==> config.mk <==
export PLATFORM = sky130hd
export DESIGN_NAME = bouncing_box_gen_flat
export DESIGN_NICKNAME = d
export VERILOG_FILES = /design/src/rtl/bouncing_box_gen_if.sv /design/src/rtl/bouncing_box_gen.sv /design/src/flat_wrapper.sv
export SDC_FILE = /design/constraint.sdc
export NUM_CORES = 1
export LEC_CHECK = 0
export BUFFER_PORTS_ARGS = -buffer_cell sky130_fd_sc_hd__buf_2
export CAP_MARGIN = 25
export CORE_MARGIN = 10
export CORE_UTILIZATION = 58
export CTS_CLUSTER_DIAMETER = 80
export DETAILED_ROUTE_END_ITERATION = 8
export HOLD_SLACK_MARGIN = 0.03
export PLACE_DENSITY = 0.79
export SYNTH_ARGS = -nofsm -noshare
export SYNTH_HDL_FRONTEND = slang
export SYNTH_SLANG_ARGS = --single-unit
==> constraint.sdc <==
create_clock -name clk -period 4.1 [get_ports clk]
set_input_delay 0.615 -clock clk [delete_from_list [all_inputs] [get_ports clk]]
set_output_delay 0.615 -clock clk [all_outputs]
set_load 0.02 [all_outputs]
==> src/rtl/bouncing_box_gen_if.sv <==
// Pixel-source bus: raw VGA counts, box controls and the registered pixel/tick outputs.
interface bouncing_box_gen_if;
  logic [15:0] h_count;
  logic [15:0] v_count;
  logic [11:0] sw;
  logic        pause;
  logic [3:0]  Red;
  logic [3:0]  Green;
  logic [3:0]  Blue;
  logic        frame_tick;

  // Timing/control side: drives counts and controls, observes pixels.
  modport master (
    output h_count, v_count, sw, pause,
    input  Red, Green, Blue, frame_tick
  );

  // Pixel generator side.
  modport slave (
    input  h_count, v_count, sw, pause,
    output Red, Green, Blue, frame_tick
  );
endinterface

==> src/rtl/bouncing_box_gen.sv <==
// bouncing_box_gen: draws a square that bounces around the 640x480 active area.
// Optional build macro BOUNCE_COLOR_EN: box colour inverts on every frame where an axis bounces.
module bouncing_box_gen #(
  parameter int unsigned H_ACT_START = 144,
  parameter int unsigned H_ACT_END   = 783,
  parameter int unsigned V_ACT_START = 35,
  parameter int unsigned V_ACT_END   = 514,
  parameter int unsigned BOX_SIZE    = 32,
  parameter int unsigned STEP        = 2,
  parameter logic [11:0] BG_RGB      = 12'h000
) (
  input logic               clk,
  input logic               rst_n,
  bouncing_box_gen_if.slave bus
);
  localparam int unsigned CW    = 16;
  localparam int unsigned AW    = 17;
  localparam int unsigned ACT_W = H_ACT_END - H_ACT_START + 1;
  localparam int unsigned ACT_H = V_ACT_END - V_ACT_START + 1;
  localparam int unsigned X_MAX = ACT_W - BOX_SIZE;
  localparam int unsigned Y_MAX = ACT_H - BOX_SIZE;
  localparam logic signed [AW-1:0] STEP_S  = AW'(STEP);
  localparam logic signed [AW-1:0] X_MAX_S = AW'(X_MAX);
  localparam logic signed [AW-1:0] Y_MAX_S = AW'(Y_MAX);

  typedef enum logic [1:0] {
    ST_WAIT = 2'd0,
    ST_RUN  = 2'd1,
    ST_HOLD = 2'd2
  } state_t;

  state_t               state_q;
  state_t               state_nxt_c;
  logic                 frame_start_c;
  logic                 move_c;
  logic [CW-1:0]        box_x_q;
  logic [CW-1:0]        box_y_q;
  logic                 dir_x_neg_q;
  logic                 dir_y_neg_q;
  logic [CW-1:0]        box_x_nxt_c;
  logic [CW-1:0]        box_y_nxt_c;
  logic                 dir_x_neg_nxt_c;
  logic                 dir_y_neg_nxt_c;
  logic                 bounce_x_c;
  logic                 bounce_y_c;
  logic signed [AW-1:0] nx_c;
  logic signed [AW-1:0] ny_c;
  logic [AW-1:0]        px_c;
  logic [AW-1:0]        py_c;
  logic                 in_act_c;
  logic                 in_box_c;
  logic [11:0]          box_rgb_c;
  logic [11:0]          rgb_nxt_c;

  assign frame_start_c = (bus.h_count == '0) && (bus.v_count == '0);

  // FSM state register.
  always_ff @(posedge clk or negedge rst_n) begin
    if (!rst_n) state_q <= ST_WAIT;
    else        state_q <= state_nxt_c;
  end

  // FSM next state; pause only matters on the frame-start cycle.
  always_comb begin
    state_nxt_c = state_q;
    case (state_q)
      ST_WAIT: if (frame_start_c)              state_nxt_c = ST_RUN;
      ST_RUN:  if (frame_start_c && bus.pause)  state_nxt_c = ST_HOLD;
      ST_HOLD: if (frame_start_c && !bus.pause) state_nxt_c = ST_RUN;
      default:                                  state_nxt_c = ST_WAIT;
    endcase
  end

  // FSM outputs: a move happens only on a running, unpaused frame start.
  always_comb begin
    move_c = 1'b0;
    if ((state_q == ST_RUN) && frame_start_c && !bus.pause) move_c = 1'b1;
  end

  // X axis step with clamp-and-reflect at both edges.
  always_comb begin
    nx_c            = dir_x_neg_q ? ($signed({1'b0, box_x_q}) - STEP_S)
                                  : ($signed({1'b0, box_x_q}) + STEP_S);
    box_x_nxt_c     = nx_c[CW-1:0];
    dir_x_neg_nxt_c = dir_x_neg_q;
    bounce_x_c      = 1'b0;
    if (nx_c > X_MAX_S) begin
      box_x_nxt_c     = CW'(X_MAX);
      dir_x_neg_nxt_c = 1'b1;
      bounce_x_c      = 1'b1;
    end else if (nx_c[AW-1]) begin
      box_x_nxt_c     = '0;
      dir_x_neg_nxt_c = 1'b0;
      bounce_x_c      = 1'b1;
    end
  end

  // Y axis step, independent of X.
  always_comb begin
    ny_c            = dir_y_neg_q ? ($signed({1'b0, box_y_q}) - STEP_S)
                                  : ($signed({1'b0, box_y_q}) + STEP_S);
    box_y_nxt_c     = ny_c[CW-1:0];
    dir_y_neg_nxt_c = dir_y_neg_q;
    bounce_y_c      = 1'b0;
    if (ny_c > Y_MAX_S) begin
      box_y_nxt_c     = CW'(Y_MAX);
      dir_y_neg_nxt_c = 1'b1;
      bounce_y_c      = 1'b1;
    end else if (ny_c[AW-1]) begin
      box_y_nxt_c     = '0;
      dir_y_neg_nxt_c = 1'b0;
      bounce_y_c      = 1'b1;
    end
  end

  // Box position and direction registers.
  always_ff @(posedge clk or negedge rst_n) begin
    if (!rst_n) begin
      box_x_q     <= '0;
      box_y_q     <= '0;
      dir_x_neg_q <= 1'b0;
      dir_y_neg_q <= 1'b0;
    end else if (move_c) begin
      box_x_q     <= box_x_nxt_c;
      box_y_q     <= box_y_nxt_c;
      dir_x_neg_q <= dir_x_neg_nxt_c;
      dir_y_neg_q <= dir_y_neg_nxt_c;
    end
  end

`ifdef BOUNCE_COLOR_EN
  logic inv_q;

  // Invert flag flips once per bouncing frame, even on a corner hit.
  always_ff @(posedge clk or negedge rst_n) begin
    if (!rst_n)                                  inv_q <= 1'b0;
    else if (move_c && (bounce_x_c || bounce_y_c)) inv_q <= ~inv_q;
  end

  assign box_rgb_c = inv_q ? ~bus.sw : bus.sw;
`else
  assign box_rgb_c = bus.sw;
`endif

  // Pixel decision from the current counts and the pre-update box position.
  always_comb begin
    px_c      = AW'(bus.h_count) - AW'(H_ACT_START);
    py_c      = AW'(bus.v_count) - AW'(V_ACT_START);
    in_act_c  = (bus.h_count >= CW'(H_ACT_START)) && (bus.h_count <= CW'(H_ACT_END)) &&
                (bus.v_count >= CW'(V_ACT_START)) && (bus.v_count <= CW'(V_ACT_END));
    in_box_c  = (px_c >= AW'(box_x_q)) && (px_c < (AW'(box_x_q) + AW'(BOX_SIZE))) &&
                (py_c >= AW'(box_y_q)) && (py_c < (AW'(box_y_q) + AW'(BOX_SIZE)));
    rgb_nxt_c = '0;
    if (in_act_c) rgb_nxt_c = in_box_c ? box_rgb_c : BG_RGB;
  end

  // Registered pixel and frame tick outputs.
  always_ff @(posedge clk or negedge rst_n) begin
    if (!rst_n) begin
      bus.Red        <= '0;
      bus.Green      <= '0;
      bus.Blue       <= '0;
      bus.frame_tick <= 1'b0;
    end else begin
      bus.Red        <= rgb_nxt_c[3:0];
      bus.Green      <= rgb_nxt_c[7:4];
      bus.Blue       <= rgb_nxt_c[11:8];
      bus.frame_tick <= move_c;
    end
  end

endmodule

==> src/flat_wrapper.sv <==
// flat-port wrapper written by rule: the top's interface ports become plain ports
module bouncing_box_gen_flat 
#(
  parameter int unsigned H_ACT_START = 144,
  parameter int unsigned H_ACT_END   = 783,
  parameter int unsigned V_ACT_START = 35,
  parameter int unsigned V_ACT_END   = 514,
  parameter int unsigned BOX_SIZE    = 32,
  parameter int unsigned STEP        = 2,
  parameter logic [11:0] BG_RGB      = 12'h000
)
  (clk, rst_n, bus_h_count, bus_v_count, bus_sw, bus_pause, bus_Red, bus_Green, bus_Blue, bus_frame_tick);
  bouncing_box_gen_if bus_i ();
  input logic clk;
  input logic rst_n;
  input wire logic [$bits(bus_i.h_count)-1:0] bus_h_count;
  input wire logic [$bits(bus_i.v_count)-1:0] bus_v_count;
  input wire logic [$bits(bus_i.sw)-1:0] bus_sw;
  input wire logic [$bits(bus_i.pause)-1:0] bus_pause;
  output wire logic [$bits(bus_i.Red)-1:0] bus_Red;
  output wire logic [$bits(bus_i.Green)-1:0] bus_Green;
  output wire logic [$bits(bus_i.Blue)-1:0] bus_Blue;
  output wire logic [$bits(bus_i.frame_tick)-1:0] bus_frame_tick;
  assign bus_i.h_count = bus_h_count;
  assign bus_i.v_count = bus_v_count;
  assign bus_i.sw = bus_sw;
  assign bus_i.pause = bus_pause;
  assign bus_Red = bus_i.Red;
  assign bus_Green = bus_i.Green;
  assign bus_Blue = bus_i.Blue;
  assign bus_frame_tick = bus_i.frame_tick;
  bouncing_box_gen #(.H_ACT_START(H_ACT_START), .H_ACT_END(H_ACT_END), .V_ACT_START(V_ACT_START), .V_ACT_END(V_ACT_END), .BOX_SIZE(BOX_SIZE), .STEP(STEP), .BG_RGB(BG_RGB)) u_core (.clk(clk), .rst_n(rst_n), .bus(bus_i));
endmodule
==> results of run 1 <==
worst max-delay path: stages:
cell       delay [ns]
buf_2            0.12
ha_1             0.27
o41ai_1          0.31
buf_4            0.19
nand2_1          0.14
nor3_1           0.26
xor2_1           0.23
ha_1             0.28
nand4_1          0.13
nor3_1           0.09
o21ai_0          0.08
nand4b_1         0.12
nor4_1           0.31
o2111ai_1        0.15
nor4_1           0.30
buf_4            0.21
and2_1           0.13
final timing paths:
path / startpoint / endpoint
worst max-delay path: bus_v_count[0] / u_core.bus.Blue[2]$_DFF_PN0_
min in group clk: u_core.state_q[1]$_DFFE_PN0P_ / u_core.state_q[0]$_DFFE_PN0P_
worst min-delay path: rst_n / u_core.box_x_q[3]$_DFFE_PN0P_
worst max register to register: u_core.dir_y_neg_q$_DFFE_PN0P_ / u_core.dir_y_neg_q$_DFFE_PN0P_
worst min register to register: u_core.state_q[1]$_DFFE_PN0P_ / u_core.state_q[0]$_DFFE_PN0P_
max in group asynchronous: rst_n / u_core.box_y_q[9]$_DFFE_PN0P_
layout make-up:
| class | count | area (um^2) |
|---|---|---|
| multi-input cells | 565 | 4120 |
| fillers | 809 | 3120 |
| flip-flops and latches | 47 | 1180 |
| repair buffers | 71 | 398 |
| inverters | 47 | 189 |
| well taps | 129 | 161 |
| clock buffers | 5 | 68.8 |
| clock inverters | 3 | 46.3 |
cells by family after synthesis:
logic type,share of synthesized area (%)
and+or+nand+nor,22.0
AOI/OAI and AO/OA,22.0
adders and majority gates,20.8
xor gates and xnor gates,8.98
buffers and inverters,4.71
DFF,21.2
muxes,0.383
registers in the layout, indices dropped and copies added, names as in the netlist:
| register | cells |
|---|---|
| u_core.box_x_q | 15 |
| u_core.box_y_q | 15 |
| u_core.bus.Blue | 4 |
| u_core.bus.Green | 4 |
| u_core.bus.Red | 4 |
| u_core.state_q | 2 |
| u_core.bus.frame_tick | 1 |
| u_core.dir_x_neg_q | 1 |
| u_core.dir_y_neg_q | 1 |
per-layer routing:
layer	up-vias	global-route usage [%]	wire, um
met5	-	0	0
met4	0	3.40	108
met3	11	4.46	1110
met2	200	28.7	5560
met1	2467	29.7	7290
li1	2615	-	-
cell usage in the layout (no fill, tap or decap), types with 7 or more instances in the layout:
cell / synthesis / final
a211o_1: 7 / 7
a21o_1: 21 / 21
xnor2_1: 36 / 36
a31oi_1: 8 / 8
ha_1: 89 / 89
buf_2: 0 / 59
and3_1: 8 / 8
nor3_1: 21 / 21
a211oi_1: 11 / 11
nand4_1: 10 / 10
nand3_1: 29 / 29
nand2_1: 43 / 43
or3_1: 9 / 9
nor2_1: 48 / 48
buf_4: 1 / 11
nand2b_1: 11 / 11
and2_1: 15 / 15
dfrtp_1: 47 / 47
inv_1: 46 / 46
xor2_1: 21 / 21
a21oi_1: 43 / 43
o21ai_0: 35 / 35
nor4_1: 9 / 9
stage by stage:
stage               util [%]  power, mW  std cells  worst slack, ns
floorplan                  -      0.559        669            0.433
global placement        64.9      0.626        858            0.247
detailed placement      64.9      0.632        858            0.186
CTS                     66.1      0.993        866            0.501
finish                  66.3      0.989        867            0.429
global route            66.3       1.04        867            0.112
report_power, final:
| part | internal (mW) | switching (mW) | total [mW] |
|---|---|---|---|
| logic | 0.0701 | 0.0950 | 0.165 |
| clock network | 0.184 | 0.176 | 0.360 |
| registers | 0.463 | 0.000000000697 | 0.463 |
==> impl_metrics.env, run 1 <==
export IMPL_drive_gt1_share_pct=12.7
export IMPL_portBuffers=59
export IMPL_maxSlewHeadroom_pct=55.8
export IMPL_synth_top_area_cell="dfrtp_1"
export IMPL_area_growth_syn_to_layout_pct=10.8
export IMPL_hold_path_class="input pin to asynchronous set/reset pin"
export IMPL_rsz0062_at_grt="no"
export IMPL_synth_flop_cell="dfrtp_1"
export IMPL_nets=875
export IMPL_worst_pin_slew_ns=0.663
export IMPL_htreeDepth=2
export IMPL_synth_seq_area_share_pct=21.2
export IMPL_drcViolationCount=0
export IMPL_post_dp_cell_area_mm2=0.00602
export IMPL_critPathKind="input pin to register"
export IMPL_synth_most_common_cell="ha_1"
export IMPL_rows=35
export IMPL_p_leak_nw=3.04
export IMPL_cp_required_ns=4.36
export IMPL_slew_violations=0
export IMPL_synth_edf_count=0
export IMPL_cts_reportedPaths_clkPinSlew_ns=0.10
export IMPL_cts_resized=0
export IMPL_skew_ns=0.00948
export IMPL_hold_violations=0
export IMPL_firstDrtPassIters=5
export IMPL_fin_crit_sh_pct=89.5
export IMPL_power_density_mw_per_mm2=160
export IMPL_syn_cell_area_mm2=0.00556
export IMPL_yosys_area_top_type_share_pct=21.2
export IMPL_clock_latency_ns=0.31
export IMPL_antennaDiodeCount=0
export IMPL_grt_pass1_vias=5087
export IMPL_vdd_drop_max_mv=0.154
export IMPL_ios=60
export IMPL_grt_pass1_wl_um=24200
export IMPL_coreArea_mm2=0.00928
export IMPL_holdWs_ns=0.195
export IMPL_cp_max_fo=12
export IMPL_setup_viol=0
export IMPL_syn_avg_cell_area_um2=8.31
export IMPL_yosys_top_cells_count="89 x ha_1, 48 x nor2_1, 47 x dfrtp_1, 46 x inv_1"
export IMPL_synth_area_top_cells="dfrtp_1 21%, ha_1 20%, xnor2_1 5.7%"
export IMPL_rrSetupSlack_ns=0.53
export IMPL_start_util_pct=59.9
export IMPL_antenna_found_initial=0
export IMPL_die_height_um=118
export IMPL_grt_max_degree=48
export IMPL_postRouteAntennaNets=0
export IMPL_cts_num_sinks=47
export IMPL_viasPerCell=6.10
export IMPL_crit_path_end_kind="register"
export IMPL_cp_start_kind="input pin"
export IMPL_wirelength_um=14100
export IMPL_cts_tree="built"
export IMPL_synth_cells=669
export IMPL_yosysWarnings=0
export IMPL_numCtsBuffers=5
export IMPL_synth_distinct_cells=66
export IMPL_synth_seq_cells=47
export IMPL_wl_per_cell_um=16.2
export IMPL_ctsLongestPathBuffers=2
export IMPL_grt_usage_pct=20.0
export IMPL_fp_dieArea_mm2=0.0139
export IMPL_status="finished, final reports clean"
export IMPL_max_cap_viol_count=0
export IMPL_post_cts_buffers=0
export IMPL_finalInstanceArea_mm2=0.00616
export IMPL_rr_worst_depth=9
export IMPL_cts_root_buffer="clkbuf_8"
export IMPL_dp_hpwl_um=11600
export IMPL_min_period_ns=3.67
export IMPL_die_w_um=118
export IMPL_arrival_ns=3.93
export IMPL_max_freq_mhz=272
export IMPL_overflow=0
export IMPL_holdBufCountCts=0
export IMPL_setup_tns_ns=0
export IMPL_async_flop_share_pct=100
export IMPL_synth_nets=807
export IMPL_vias=5293
export IMPL_gp_congestion=0.919
export IMPL_drt_iter0_drc=456
No activity file was read; power rests on OpenSTA's default activity.
==> run 2, diff against run 1 <==
CORE_UTILIZATION = 55   (was 58)
PLACE_DENSITY = 0.78   (was 0.79)
RECOVER_POWER = 100   (was default)
clock period = 3.26 ns   (was 4.1 ns; I/O delays follow)
==> run 2 against run 1 <==
  * The run now ends with capacitance limit, slew limit, setup timing left
  * Combinational power increased by 70%
  * Sequential power up 26%
  * Flip-flop and latch count unchanged
  * Non-clock buffer count up 88
  * Hold slack gained 0.19 ns
  * Core utilization increased by 6.2 points
  * Final cell count up 11%
  * Register-to-register slack got worse by 0.65 ns
  * Highest routed layer unchanged
==> impl_metrics.env, run 2 (synthesis results as in run 1) <==
export IMPL_vdd_drop_max_mv=0.178
export IMPL_min_period_ns=3.41
export IMPL_wl_per_cell_um=16.9
export IMPL_gp_congestion=0.972
export IMPL_cp_max_fo=6
export IMPL_critPathKind="input pin to register"
export IMPL_drcViolationCount=0
export IMPL_skew_ns=0.00760
export IMPL_die_w_um=121
export IMPL_ctsLongestPathBuffers=2
export IMPL_fin_cells=959
export IMPL_rows=36
export IMPL_hp_start="bus_sw[10]"
export IMPL_htreeDepth=2
export IMPL_drt_iter0_drc=586
export IMPL_cp_start_kind="input pin"
export IMPL_fp_dieArea_mm2=0.0145
export IMPL_crit_buf_inv=4
export IMPL_rsz0062_at_grt="yes"
export IMPL_p_leak_nw=3.49
export IMPL_fin_util_pct=72.5
export IMPL_postRouteAntennaNets=0
export IMPL_crit_family="simple AND/OR/NAND/NOR gates"
export IMPL_dp_hpwl_um=12400
export IMPL_reg2reg_from="u_core.box_y_q[9]$_DFFE_PN0P_"
export IMPL_final_common_cell="buf_4"
export IMPL_worst_pin_slew_ns=1.83
export IMPL_whs_endpoint="u_core.bus.Blue[2]$_DFF_PN0_"
export IMPL_pre_cts_slack_ns=-0.352
export IMPL_area_growth_syn_to_layout_pct=28.2
export IMPL_portBuffers=59
export IMPL_start_util_pct=56.6
export IMPL_final_seq_area_mm2=0.00118
export IMPL_overflow=0
export IMPL_cts_root_buffer="clkbuf_8"
export IMPL_maxSlewHeadroom_pct=-21.7
export IMPL_firstDrtPassIters=6
export IMPL_status="complete, but fails checks"
export IMPL_slew_violations=43
export IMPL_wirelength_um=16200
export IMPL_slowest_delay_ns=0.46
export IMPL_largestRegisters="u_core.box_x_q (15), u_core.box_y_q (15)"
export IMPL_viasPerCell=5.93
export IMPL_antenna_found_initial=0
export IMPL_rr_worst_depth=16
export IMPL_grt_usage_pct=20.2
export IMPL_setup_viol=25
export IMPL_clock_latency_ns=0.30
export IMPL_cts_num_sinks=47
export IMPL_arrival_ns=3.66
export IMPL_finalPower_mw=1.37
export IMPL_grt_pass1_vias=5365
export IMPL_power_density_mw_per_mm2=192
export IMPL_hold_path_class="input pin to register"
export IMPL_crit_chain="buf_2 -> inv_1 -> ha_1 -> nand2b_1 -> nand2_1 -> nand2_2 -> buf_4 -> xnor2_2 -> ha_1 -> a21o_1 -> a21o_1 -> a21oi_2 -> o22ai_1 -> nor4_1 -> o2111ai_1 -> nor4_4 -> buf_4 -> and2_4"
export IMPL_mostFrequentLayoutCells="94 x buf_4, 88 x ha_1, 46 x nor2_1"
export IMPL_ios=60
export IMPL_max_cap_viol_count=1
export IMPL_numCtsBuffers=5
export IMPL_max_freq_mhz=294
export IMPL_grt_max_degree=48
export IMPL_nets=963
export IMPL_rrSetupSlack_ns=-0.12
export IMPL_grt_pass1_wl_um=25000
export IMPL_fillers=733
export IMPL_critical_path_slowest_cell="nor4_4"
export IMPL_drive_gt1_share_pct=26.6
export IMPL_antennaDiodeCount=0
export IMPL_cts_tree="built"
export IMPL_dp_cells=934
export IMPL_crit_path_end_kind="register"
export IMPL_hold_path_cell_count=2
export IMPL_multiInputGateArea_mm2=0.00441
export IMPL_holdWs_ns=0.384
export IMPL_vias=5690
export IMPL_hold_violations=0
export IMPL_cts_reportedPaths_clkPinSlew_ns=0.09
export IMPL_cp_required_ns=3.51
export IMPL_fin_crit_sh_pct=104
export IMPL_coreArea_mm2=0.00982
export IMPL_timing_final_ws_setup_ns=-0.146
export IMPL_reg2reg_to="u_core.bus.Blue[0]$_DFF_PN0_"
export IMPL_die_height_um=121
export IMPL_violations="capacitance limit, slew limit, setup timing"
run 2: changes by cell type in the layout (fill, tap and decap cells not counted), moves of 7 or more:
cell and change:
buf_4 +83, nor3_1 -7, and2_1 -11, buf_2 -15
and2_4 +11, clkbuf_1 +15
run 2: worst max path at each step:
stage / start / to / slack (ns) / depth (start not counted)
floorplan: bus_h_count[13] / u_core.box_x_q[3]$_DFFE_PN0P_ / -0.03 / 8
global placement: bus_v_count[0] / u_core.bus.Green[3]$_DFF_PN0_ / -0.30 / 16
detailed placement: bus_v_count[0] / u_core.bus.Green[3]$_DFF_PN0_ / -0.35 / 16
CTS: bus_v_count[0] / u_core.bus.Blue[1]$_DFF_PN0_ / 0.009 / 16
global route: bus_h_count[4] / u_core.bus.Blue[0]$_DFF_PN0_ / -0.28 / 18
finish: bus_h_count[4] / u_core.bus.Blue[0]$_DFF_PN0_ / -0.15 / 18
run 2: power breakdown:
group	internal [mW]	switching (mW)	leakage, nW
Combinational	0.138	0.142	2.85
Sequential	0.582	0.000000000943	0.575
Clock	0.306	0.201	0.0654
Total	1.03	0.344	3.49
run 2: layout make-up:
cell class	instances	area share (%)
clock buffer	6	1.02
clock inverter	2	0.843
inverter	47	2.55
multi-input combinational	565	62.0
sequential	47	16.5
tap	133	2.34
timing repair buffer	159	14.8
run 2: worst register-to-register path, cell delays in order (launching register included):
cell       delay [ns]
dfrtp_1          0.38
inv_2            0.06
nor3_4           0.17
and3_4           0.22
and3_4           0.20
nand3_4          0.08
xnor2_2          0.14
ha_1             0.30
a21oi_2          0.14
nor2b_1          0.06
o21ai_1          0.21
nand2_1          0.07
nor4_1           0.27
o2111ai_1        0.21
nor4_4           0.46
buf_4            0.22
and2_4           0.14
run 2: per-layer routing:
metal	share of wire, %	up-vias	GRT usage, %
met5	0	-	0
met3	7.2	30	4.09
met2	45	207	32.2
li1	-	2787	-
met4	1.7	0	5.13
met1	46	2666	27.3
run 2: repair_timing:
action,in CTS,in global routing
buffers inserted,0,13
pin swaps,0,37
cloned,0,2
hold buffers,0,1
endpoints found under the hold margin,0,5
gates resized for setup,2,72
endpoints found under the setup margin,13,29
run 2: through the flow:
step	instance area (um^2)	TNS [ns]
CTS	6760	0
global route	7120	-5.47
finish	7120	-2.13
floorplan	5610	-0.104
detailed placement	6620	-11.11
global placement	6620	-9.94
